**src/rtl/acc_offload_tracker.sv**
```systemverilog
// acc_offload_tracker
//   Tracks accelerator offload requests from a core. Each accepted request is
//   given the lowest free id, its destination register tag is remembered, and
//   the payload is presented through a one-entry output register. Responses
//   carry the id back; the tag is looked up combinationally and the id freed
//   when the core takes the response.
//
// Ports
//   clk_i, rst_i                      clock, async active-high reset
//   core_q_*  (valid/ready/addr/arga/argb/argc/op/rd)   core request in
//   acc_q_*   (valid/ready/addr/arga/argb/argc/op/id)   registered request out
//   acc_p_*   (valid/ready/id/data)                     interconnect response in
//   core_p_*  (valid/ready/data/rd)                     response to core
//   outstanding_o                     number of allocated ids
//   err_o                             sticky protocol error
//
// Optional feature macro: ACC_OFFLOAD_TRACKER_ERR_CHECK_EN
//   Defined: responses to unallocated ids are swallowed and flag err_o.
//   Undefined: such responses pass through untouched, err_o is tied 0.

package acc_pkg;
  localparam int AccAddrWidth = 32;
endpackage

module acc_offload_tracker #(
  parameter int NumIds       = 32,
  parameter int AccAddrWidth = acc_pkg::AccAddrWidth,
  parameter int DataWidth    = 32,
  localparam int CntW        = $clog2(NumIds + 1)
) (
  input  logic                    clk_i,
  input  logic                    rst_i,
  input  logic                    core_q_valid_i,
  output logic                    core_q_ready_o,
  input  logic [AccAddrWidth-1:0] core_q_addr_i,
  input  logic [DataWidth-1:0]    core_q_arga_i,
  input  logic [DataWidth-1:0]    core_q_argb_i,
  input  logic [DataWidth-1:0]    core_q_argc_i,
  input  logic [31:0]             core_q_op_i,
  input  logic [4:0]              core_q_rd_i,
  output logic                    acc_q_valid_o,
  input  logic                    acc_q_ready_i,
  output logic [AccAddrWidth-1:0] acc_q_addr_o,
  output logic [DataWidth-1:0]    acc_q_arga_o,
  output logic [DataWidth-1:0]    acc_q_argb_o,
  output logic [DataWidth-1:0]    acc_q_argc_o,
  output logic [31:0]             acc_q_op_o,
  output logic [4:0]              acc_q_id_o,
  input  logic                    acc_p_valid_i,
  output logic                    acc_p_ready_o,
  input  logic [4:0]              acc_p_id_i,
  input  logic [DataWidth-1:0]    acc_p_data_i,
  output logic                    core_p_valid_o,
  input  logic                    core_p_ready_i,
  output logic [DataWidth-1:0]    core_p_data_o,
  output logic [4:0]              core_p_rd_o,
  output logic [CntW-1:0]         outstanding_o,
  output logic                    err_o
);

  localparam int IdxW = (NumIds > 1) ? $clog2(NumIds) : 1;

  logic [NumIds-1:0]       r_free;
  logic [4:0]              r_rd_tbl [NumIds];
  logic                    r_q_valid;
  logic [AccAddrWidth-1:0] r_q_addr;
  logic [DataWidth-1:0]    r_q_arga, r_q_argb, r_q_argc;
  logic [31:0]             r_q_op;
  logic [4:0]              r_q_id;
  logic [CntW-1:0]         r_cnt;

  logic              w_any_free;
  logic [IdxW-1:0]   w_alloc_idx;
  logic              w_accept;
  logic [IdxW-1:0]   w_rsp_idx;
  logic              w_rsp_in_range;
  logic              w_rsp_hit;
  logic              w_free;
  logic [NumIds-1:0] w_alloc_mask;
  logic [NumIds-1:0] w_free_mask;

  // Lowest-index free id; scanning downward lets the lowest set bit win.
  always_comb begin
    w_alloc_idx = '0;
    for (int i = NumIds - 1; i >= 0; i--) begin
      if (r_free[i]) w_alloc_idx = IdxW'(i);
    end
  end

  assign w_any_free     = |r_free;
  // Ready is gated by reset so nothing looks acceptable while held in reset.
  assign core_q_ready_o = !rst_i && w_any_free && (!r_q_valid || acc_q_ready_i);
  assign w_accept       = core_q_valid_i && core_q_ready_o;

  // Ids beyond NumIds never index the tables; they count as unallocated.
  assign w_rsp_idx      = acc_p_id_i[IdxW-1:0];
  assign w_rsp_in_range = ({1'b0, acc_p_id_i} < 6'(NumIds));
  assign w_rsp_hit      = w_rsp_in_range && !r_free[w_rsp_idx];

  assign core_p_data_o  = acc_p_data_i;
  assign core_p_rd_o    = w_rsp_in_range ? r_rd_tbl[w_rsp_idx] : 5'd0;

`ifdef ACC_OFFLOAD_TRACKER_ERR_CHECK_EN
  logic r_err;

  assign core_p_valid_o = acc_p_valid_i && w_rsp_hit;
  // Stray responses are drained locally so the interconnect never stalls on them.
  assign acc_p_ready_o  = w_rsp_hit ? core_p_ready_i : 1'b1;
  assign err_o          = r_err;

  always_ff @(posedge clk_i or posedge rst_i) begin
    if (rst_i)                            r_err <= 1'b0;
    else if (acc_p_valid_i && !w_rsp_hit) r_err <= 1'b1;
  end
`else
  assign core_p_valid_o = acc_p_valid_i;
  assign acc_p_ready_o  = core_p_ready_i;
  assign err_o          = 1'b0;
`endif

  // A stray response may still handshake; only a real allocation is released.
  assign w_free       = core_p_valid_o && core_p_ready_i && w_rsp_hit;
  assign w_alloc_mask = w_accept ? (NumIds'(1) << w_alloc_idx) : '0;
  assign w_free_mask  = w_free   ? (NumIds'(1) << w_rsp_idx)   : '0;

  // Allocation only picks ids free in the registered map and a free only hits
  // an allocated id, so the two masks never overlap. A freed id becomes
  // visible to the allocator on the following cycle.
  always_ff @(posedge clk_i or posedge rst_i) begin
    if (rst_i) begin
      r_free <= '1;
      r_cnt  <= '0;
    end else begin
      r_free <= (r_free & ~w_alloc_mask) | w_free_mask;
      case ({w_accept, w_free})
        2'b10:   r_cnt <= r_cnt + 1'b1;
        2'b01:   r_cnt <= r_cnt - 1'b1;
        default: r_cnt <= r_cnt;
      endcase
    end
  end

  always_ff @(posedge clk_i) begin
    if (w_accept) r_rd_tbl[w_alloc_idx] <= core_q_rd_i;
  end

  always_ff @(posedge clk_i or posedge rst_i) begin
    if (rst_i) begin
      r_q_valid <= 1'b0;
      r_q_addr  <= '0;
      r_q_arga  <= '0;
      r_q_argb  <= '0;
      r_q_argc  <= '0;
      r_q_op    <= '0;
      r_q_id    <= '0;
    end else if (w_accept) begin
      r_q_valid <= 1'b1;
      r_q_addr  <= core_q_addr_i;
      r_q_arga  <= core_q_arga_i;
      r_q_argb  <= core_q_argb_i;
      r_q_argc  <= core_q_argc_i;
      r_q_op    <= core_q_op_i;
      r_q_id    <= 5'(w_alloc_idx);
    end else if (acc_q_ready_i) begin
      r_q_valid <= 1'b0;
    end
  end

  assign acc_q_valid_o = r_q_valid;
  assign acc_q_addr_o  = r_q_addr;
  assign acc_q_arga_o  = r_q_arga;
  assign acc_q_argb_o  = r_q_argb;
  assign acc_q_argc_o  = r_q_argc;
  assign acc_q_op_o    = r_q_op;
  assign acc_q_id_o    = r_q_id;
  assign outstanding_o = r_cnt;

endmodule

```
**config.mk**
```make
export PLATFORM = sky130hd
export DESIGN_NAME = acc_offload_tracker
export DESIGN_NICKNAME = d
export VERILOG_FILES = /design/src/rtl/acc_offload_tracker.sv
export SDC_FILE = /design/constraint.sdc
export NUM_CORES = 1
export LEC_CHECK = 0
export CORE_ASPECT_RATIO = 0.7
export CORE_UTILIZATION = 49
export DETAILED_ROUTE_END_ITERATION = 10
export PLACE_DENSITY = 0.81
export SLEW_MARGIN = 10
export SYNTH_ARGS = -nofsm -noshare
export SYNTH_HDL_FRONTEND = slang
export SYNTH_SLANG_ARGS = --single-unit
```
**constraint.sdc**
```tcl
create_clock -name clk_i -period 9.6 [get_ports clk_i]
set_clock_uncertainty 0.2 [all_clocks]
set_input_delay 1.92 -clock clk_i [delete_from_list [all_inputs] [get_ports clk_i]]
set_output_delay 1.92 -clock clk_i [all_outputs]
set_load 0.03 [all_outputs]
```
[Word level (Yosys, flattened, before mapping)]
Memory sizes are Yosys's and may differ from the RTL's.
Cells that the tools add are included.
Word-level totals
  register bits: 204
  bits in writable memories: 160
  input port bits: 208
  output and inout port bits: 213
  memories: 1
Cells by class
  add/sub/neg operators: 2
  magnitude comparators: 1
  equality and inequality tests: 2
  shift-type cells: 2
  mux-type cells: 41
  bitwise operators: 3
  reduce and logical (&&, ||, !) cells: 12
Memory list
  r_rd_tbl: depth 32, width 5, read ports 1, clocked after Yosys merged registers in 0, write ports 1, RTL line 64  | logic [4:0] r_rd_tbl [NumIds];
Operators with widths (number)
  $mux 5: 32
  $mux 32: 2
  $shl 1x5->32 const A: 2
  $and 32x32->32: 1
  $not 32->32: 1
  $or 32x32->32: 1
  $reduce_or 32->1: 1
  $pmux 6 s2: 1
  $add 6x1->6 const B: 1
  $lt 5x6->1 const B: 1
  $sub 6x1->6 const B: 1
  $bmux 1 s5: 1
  $logic_and 1x1->1: 5
  $mux 1: 5
  $reduce_bool 2->1: 2
  $logic_not 1->1: 3
  $eq 2x1->1 const B: 1
  $eq 2x2->1 const B: 1
  $logic_or 1x1->1: 1

[Depth between registers and ports, before layout]
Gate-level depths: netlist of the first run.
  depth in word-level cells: 37
  gate-level depth with buffers: 15
  mapped depth without buffers: 13

[Least setup slack after synthesis of the first run]
No wires, ideal clock.
  path kind: in2out
  start: in acc_p_id_i[1]
  end: out core_p_rd_o[0]
  data arrival time: 3.769 ns
  data required time: 7.480 ns
  setup slack: 3.711 ns
  stages: 5
  path buffers: 2
  path through: buf_1 -> buf_1 -> mux4_2 -> mux4_2 -> mux2_2
On the way
  cells in the longest elaborated chain, start to end: 1
Ends and longest elaborated chain
  from (decl): RTL line 51  | input logic [4:0] acc_p_id_i,
  $mem_v2 32x5
  to (decl): RTL line 56  | output logic [4:0] core_p_rd_o,
Every way passes these cells.

[Final worst setup path of the first run]
  start: in acc_p_id_i[0]
  end: out core_p_rd_o[3]
Same word-level chain as after synthesis.

==> results by stage, run 1 <==
Status:
- The run finished with clean final reports.

Timing:
- Setup repair after global routing left no endpoint under its margin.
- Derived from the worst setup path, the maximum achievable clock frequency is 147.3 MHz.
- The post-route clock period utilization is 0.7070.
- Setup violations remaining at the end of the flow were counted as 0.
- The transition at the pin with the smallest max-transition slack is ~1200 ps.
- Counting I/O delays and the setup requirement, the final critical path takes between 6000 and 7000 ps.
- In the final timing run, aggregate negative setup slack is 0 ps.
- The number of slew-limit violations in the final report was 0.
- The worst relative slew slack is 0.1635.
- The final number of hold-violating endpoints is 0.

Clock network:
- The clock reaches the later pin of the worst-skew pair after between 500 and 600 ps.
- The post-cts resize count is 0.
- The worst-case clock buffer depth is 3.
- The CTS root buffer is clkbuf_16.
- The maximum level of the CTS H-tree is 2.
- TritonCTS created 37 clock buffers.
- In this run the post-CTS setup repair buffer count came out at 0.
- The number of clock sinks is 364.
- For this design, the CTS-stage hold fixing added 0 buffers.
- The CTS tree is done.
- Clock-pin slew was measured on the worst setup and hold paths at roughly 60 ps.

Hold path:
- The kind of path behind the tightest hold check is flip-flop to flip-flop.
- The worst hold path stage count is 1.

Run:
- The max capacitance violation total is 0.

Detailed routing:
- The top routing layer in use is met5.
- The total met3 wirelength after detailed routing is about 5.7 mm.
- In this run the remaining antenna-violating nets after routing total 0.
- The DRC marker count from the first detailed-route iteration is between 1,000 and 1,500.
- The total routed wirelength is ~43 mm.
- The wire length per cell is 25.06 um.
- Detailed routing placed a total of 19.67 mm of wire on met2.
- The length of the first detailed-routing pass in iterations is 7.
- After detailed routing, the number of remaining DRC violations is 0.
- Across all layers, the routed design uses around 10,000 vias.
- The routed length on met1 is 16.65 mm.
- Dividing the detail-routed via count by the number of cells gives ~5.8.

Worst setup path:
- The largest fanout of any net on the critical path is 52.
- The critical path runs through a total of 5 cells.
- The critical path start-end classification is input pin to output port.
- The longest individual stage delay on the worst path is about 700 ps.
- In this run the register-to-register setup slack is about 5600 ps.
- The cell that appears most often on the critical path is mux4_2.
- In this design, the largest share of critical-path delay is due to multiplexers.
- The number of cells on the worst reg-to-reg path is 6.
- The combined buffer and inverter count along the critical path is 2.
- Following the worst setup path forward leads to its endpoint at core_p_rd_o[3].
- The startpoint of the lowest-slack register-to-register path is r_free[31].
- The worst setup path is captured at an output port.
- For the worst setup path, the data arrival time is about 4700 ps.
- STA classifies the critical path startpoint as an input pin.
- The slowest stage cell on the critical path is buf_4.
- The endpoint of the most critical register-to-register path is r_rd_tbl[26][4].
- The required arrival time at the worst endpoint is roughly 7500 ps.
- Tracing the worst setup path back leads to its startpoint at acc_p_id_i[0].
- The critical path goes through buf_4 -> mux4_2 -> mux4_2 -> mux2_2 -> clkdlybuf4s50_1.

Synth:
- The share of the synthesized area in the top cell type is 0.3129.
- In this run the mean area of a mapped cell was around 16 um2.
- Sorting the synthesized cells by area gives the leading types as edfxtp_1 (31%), dfrtp_1 (28%), mux4_2 (8.7%), mux2_2 (6.2%), mux2_1 (5.9%).
- By count the netlist is led by dfrtp_1 (172), edfxtp_1 (160), mux2_2 (85).
- Among all cell types in the netlist, the one instantiated most often is dfrtp_1.
- The number of synthesized register bits is between 300 and 400.
- Synthesis instantiated 66 different standard cells from the library.
- In the synthesized netlist the dominant register cell turns out to be dfrtp_1.
- The number of instances in the synthesized netlist is between 900 and 1,000.
- During synthesis, Yosys emitted a total of 0 warnings.
- The top cell type by total area after synthesis is edfxtp_1.
- The post-synthesis instance area is around 15,000 um2.
- The fraction of the yosys area taken by sequential cells is 0.6479.
- The count of flip-flops with a built-in enable after synthesis is between 150 and 200.
- The net count of the mapped netlist is between 1,000 and 1,500.
- In the synthesized netlist the async set-or-reset flop fraction comes to 0.5604.

GRT:
- The via count of the first global-routing pass is between 10,000 and 15,000.
- The initial antenna violation count was 7.
- For this run, the total global-route usage over all layers was measured as 0.2706.
- The pin count of the biggest net entering global routing is roughly 170.
- The total global routing overflow is 0.
- The wire length of the first global-routing pass is 63.46 mm.

Pwr:
- Of the total power, the clock network draws 0.329.
- Internal power comes to between 0.003 and 0.004 W.
- Of the total power, combinational logic draws 0.262.
- The share of total power consumed by net switching is 0.3081.
- The static power due to leakage is 7.632 nW.
- The part of the power in registers is 0.408.
- For this design the total switching power over the nets is 0.001462 W.
- Across the VDD grid, the largest voltage drop is 0.1557 mV.
- In this run the power density over the cells is approximately 230 nW/um2.

Floorplanning:
- The total I/O pin count is approximately 420.
- The floorplan step defined a core boundary enclosing between 30,000 and 40,000 um2.
- For this configuration, the core starts out at a cell density of 0.5045.
- In this run the core area contains 53 standard-cell rows.
- The width of the chip is between 200 and 250 um.
- The die covers 32,060 um2.
- The die is 150.1 um tall.

Cells and area:
- The post-synthesis to final-layout area growth is 32.55%.
- The final layout contains approximately 1,500 nets.
- The count of filler cells inserted in the layout is between 2,000 and 2,500.
- The area of the multi-input gates is 4825 um2.
- Registers take 9950 um2.
- The share of post-route cells with drive strength above 1 is 0.2072.
- The core utilization of the finished layout is 0.6688.

Placed design:
- The detailed-placement wirelength estimate is about 30 mm.
- Port buffering added between 300 and 400 buffers.
- The global placement routability congestion is 0.9024.
worst min path at each step:
stage	to	startpoint
2_1_floorplan	r_free[16]	r_free[16]
6_report	outstanding_o[5]	outstanding_o[5]
3_5_place_dp	outstanding_o[5]	outstanding_o[5]
5_1_grt	outstanding_o[5]	outstanding_o[5]
3_3_place_gp	outstanding_o[5]	outstanding_o[5]
4_1_cts	outstanding_o[5]	outstanding_o[5]
layout make-up:
class                           instances  share of cell area
Antenna cell                            5           0.0006147
Clock buffer                           46             0.05169
Clock inverter                         22             0.01401
Inverter                               22            0.004426
Multi-Input combinational cell        480              0.2370
Sequential cell                       364              0.4888
Tap cell                              412             0.02532
Timing Repair Buffer                  364              0.1781
layer usage:
layer | up-vias | global-route usage
met5 | - | 0
met4 | 4 | 0.07429
met1 | 4934 | 0.3611
met3 | 69 | 0.1083
met2 | 663 | 0.4114
li1 | 4207 | -
kinds of logic (layout without fill, tap and decap cells):
kind of cell / count (synthesis) / in the layout / synth area share
flip-flops: 364 / 364 / 0.6479
adder cells (fa/ha/maj): 6 / 6 / 0.005377
other: 1 / 6 / 0.0002442
multiplexers: 226 / 226 / 0.2088
AND/OR/NAND/NOR: 153 / 153 / 0.05304
AO/OA/AOI/OAI: 89 / 89 / 0.04196
XOR/XNOR: 5 / 5 / 0.002852
buffers and inverters: 99 / 454 / 0.03984
power groups by stage:
stage / combinational (W) / clock (W) / sequential [W]
final: 0.00125 / 0.00156 / 0.00194
after global routing: 0.00130 / 0.00164 / 0.00196
after CTS: 0.00124 / 0.00159 / 0.00193
after detailed placement: 0.00123 / 0 / 0.00196
after global placement: 0.00121 / 0 / 0.00195
after floorplan: 0.000446 / 0 / 0.00223
cells in the final DEF, fill, tap and decap left out, types with 5 or more instances in the layout:
cell             count
a21oi_1             11
clkinv_2             7
buf_4                9
inv_1               21
clkbuf_16           39
clkbuf_8             5
clkdlybuf4s50_1    353
nor4_1              12
diode_2              5
mux4_2              59
mux2_1              80
nand3_1             13
nand2b_1             6
nand4_1              5
o21ai_0             21
nor2b_1              6
edfxtp_1           160
dfstp_2             32
nor3_1              15
ha_1                 5
a22o_1              13
o31ai_1              9
dfrtp_1            172
nor2_1              35
nand2_1             33
a21o_1              10
mux2_2              85
bufinv_16            6
sequential cells by signal, indices dropped and copies added, names as in the netlist:
name	cells
acc_q_addr_o	32
acc_q_arga_o	32
acc_q_argb_o	32
acc_q_argc_o	32
acc_q_id_o	5
acc_q_op_o	32
acc_q_valid_o	1
outstanding_o	6
r_free	32
r_rd_tbl	160
stage by stage:
step	instances	cell area (um2)	power [W]	hold WS, ps	setup WS, ps
3_3_place_gp	1642	19000	0.003167	263.9	2857
5_1_grt	1713	20350	0.004905	282.7	2684
3_5_place_dp	1642	19000	0.003195	269.7	2797
4_1_cts	1710	20330	0.004763	278.2	2777
2_1_floorplan	943	15360	0.002676	259.7	1966
6_report	1715	20360	0.004745	272.2	2813
No activity file was read; power rests on OpenSTA's default activity.
==> run 2: changes to the inputs <==
Clock period 9.6 ns to 7.01 ns, I/O delays scaled along.
==> results by stage, run 2 (same netlist as run 1, synthesis figures left out) <==
Cells and area:
- The final standard cell count with taps included and fillers excluded is ~1,700.
- The commonest non-fill, non-tap cell in the layout is clkdlybuf4s50_1.
- The largest register by flop count is r_rd_tbl.
- The share of post-route cells with drive strength above 1 is 0.2000.
- The register with the most flip-flops in the layout has 160 of them.
- The post-synthesis to final-layout area growth is 31.55%.
- The number of nets at the end of the flow is 1,488.
- The top cell types in the final layout, fill and taps aside, are clkdlybuf4s50_1 (353), dfrtp_1 (172), edfxtp_1 (160), mux2_2 (85), mux2_1 (80).

Pwr:
- In this run the static leakage power is about 7.6 nW.
- The maximum vdd drop is 0.2062 mV.
- Summed over all nets, the switching power comes to roughly 0.002 W.
- The power per cell area is approximately 310 nW/um2.
- The cell-internal power is 0.004277 W.
- The relative contribution of the clock network to total power is 0.305.
- The part of the total power dissipated in combinational logic is 0.271.
- Of the total power, the share spent switching nets is 0.3186.
- Of the total power, registers draw 0.424.

Clock network:
- The post-CTS repair timing setup buffer count is 0.
- The number of clock sinks is about 360.
- The later pin in the worst-skew pair is clocked with a latency of between 500 and 600 ps.
- TritonCTS built the clock tree.
- The number of buffers added to fix hold violations after cts is 0.
- The number of clock buffers added by TritonCTS is 36.
- The CTS root buffer is clkbuf_16.
- The clock-pin slew reported for the worst setup and hold paths after clock tree synthesis is roughly 60 ps.
- Counting along the longest clock path gives a buffer depth of 3.
- Gates resized during post-CTS repair numbered 0.
- The maximum level of the CTS H-tree is 2.

Placed design:
- The global placement routability congestion is approximately 0.95.
- The quantity of I/O buffers inserted on ports is 355.
- The detailed-placement wirelength estimate is ~32 mm.
- The placed instance count is roughly 1,600.

Timing:
- Setup total negative slack on the finished layout was measured at 0 ps.
- The number of endpoints failing setup at the final stage is 0.
- The worst relative slew slack is 0.1424.
- Derived from the worst setup path, the maximum achievable clock frequency is ~170 MHz.
- The transition at the pin with the smallest max-transition slack is 1282 ps.
- The number of slew-limit violations in the final report is 0.
- After layout, the minimum clock period comes to between 5000 and 6000 ps.
- Of the available clock period, the critical path in the final layout requires 0.8523.
- The final number of hold-violating endpoints is 0.
- Setup repair after global routing left no endpoint under its margin.

Detailed routing:
- The remaining design rule violation count is 0.
- The number of nets with antenna violations after detailed routing is 0.
- The length of the first detailed-routing pass in iterations is 6.
- Across all layers, the routed design uses about 10,000 vias.
- The total routed wirelength is 45.04 mm.
- Dividing the detail-routed via count by the number of cells gives approximately 6.
- The detailed router finished its first iteration with 1,068 violations.
- After detailed routing, the average wire length per cell comes to 26.22 um.

Worst setup path:
- For the worst flop-to-flop path, the logic depth is 6.
- The critical path is of the input pin to output port type.
- The startpoint of the lowest-slack register-to-register path is r_free[31].
- The endpoint arrival time on the critical path is 4370 ps.
- Of all nets on the critical path, the largest fanout is 41.
- The endpoint class of the critical path is an output port.
- At the worst endpoint, the required time is 5410 ps.
- The endpoint identified for the worst register-to-register timing path is r_rd_tbl[18][1].
- Across all register-to-register paths, the minimum setup slack is approximately 2900 ps.
- STA classifies the critical path startpoint as an input pin.

Floorplanning:
- Measured along the y axis, the die boundary spans approximately 150 um.
- The total I/O pin count is roughly 420.
- The effective utilization at floorplan is 0.5045.
- The core region area is 30,440 um2.
- The width of the chip is between 200 and 250 um.
- After floorplanning, the core was divided into 53 placement rows.
- The area of the die is 32,060 um2.

GRT:
- The pin count of the biggest net entering global routing is 171.
- The total overflow left after global routing is 0.
- The via count of the first global-routing pass was around 10,000.
- The initial antenna violation count came to 9.
- The overall routing resource usage is 0.2876.
- The first global-routing pass estimated about 66 mm of wire.

Status:
- The run finished with clean final reports.

Run:
- The max capacitance violation total is 0.

Hold path:
- The kind of path behind the tightest hold check is flip-flop to flip-flop.
- For hold timing, the worst endpoint is acc_q_id_o[2].
- Along the worst hold path, the cell count comes to 2.
- The launch instance of the worst min-delay path is acc_q_id_o[2].
-- run 2: changes by cell type in the layout (fill, tap and decap cells not counted), sizes merged --
| cell | change |
|---|---|
| bufinv | -4 |
| clkinv | -2 |
| diode | +1 |
| inv | -1 |
| buf | +6 |
| clkbuf | +3 |
-- run 2: stage by stage --
stage	hold slack [ps]	setup slack, ps	utilization	total power, W	area (um2)
final	281.8	1035	0.6637	0.006276	20200
after CTS	283.7	1077	0.6630	0.006295	20180
after global placement	265.9	1228	0.6253	0.004359	19030
after global routing	296.6	944.8	0.6636	0.006492	20200
after floorplan	259.7	2069	-	0.003665	15360
after detailed placement	271.3	1090	0.6253	0.004390	19030
-- run 2: routing by layer --
layer / up-vias / wire length [um] / global-route usage
met5: - / 31 / 0
met4: 4 / 1320 / 0.09000
met3: 94 / 5614 / 0.09825
met2: 709 / 20360 / 0.4334
met1: 5018 / 17710 / 0.3945
li1: 4214 / - / -
-- run 2: critical path, cell delays in order --
cell,delay (ps)
buf_2,730
buf_4,410
mux4_2,370
mux4_2,530
mux2_2,290
clkdlybuf4s50_1,590
-- run 2: layout make-up --
class,count,area (um2)
Antenna cell,6,15.01
Fill cell,2079,10240
Clock inverter,15,160.2
Tap cell,412,515.5
Timing Repair Buffer,370,3671
Sequential cell,364,9950
Clock buffer,49,989.7
Multi-Input combinational cell,480,4815
Inverter,22,86.33
-- run 2: worst max-delay path by stage --
| stage | start | end | slack [ps] |
|---|---|---|---|
| 6_report | acc_p_id_i[1] | core_p_rd_o[1] | 1040 |
| 5_1_grt | acc_p_id_i[1] | core_p_rd_o[1] | 940 |
| 4_1_cts | acc_p_id_i[1] | core_p_rd_o[1] | 1080 |
| 3_5_place_dp | acc_p_id_i[1] | core_p_rd_o[1] | 1090 |
| 3_3_place_gp | acc_p_id_i[1] | core_p_rd_o[1] | 1230 |
| 2_1_floorplan | acc_p_id_i[0] | outstanding_o[5] | 2070 |
-- run 2: power groups by stage --
| stage | logic (W) | clock network (W) | registers (W) |
|---|---|---|---|
| global route | 0.00179 | 0.00201 | 0.00269 |
| finish | 0.00170 | 0.00191 | 0.00266 |
| detailed placement | 0.00169 | 0 | 0.00270 |
| global placement | 0.00167 | 0 | 0.00269 |
| floorplan | 0.000611 | 0 | 0.00305 |
| CTS | 0.00170 | 0.00193 | 0.00266 |
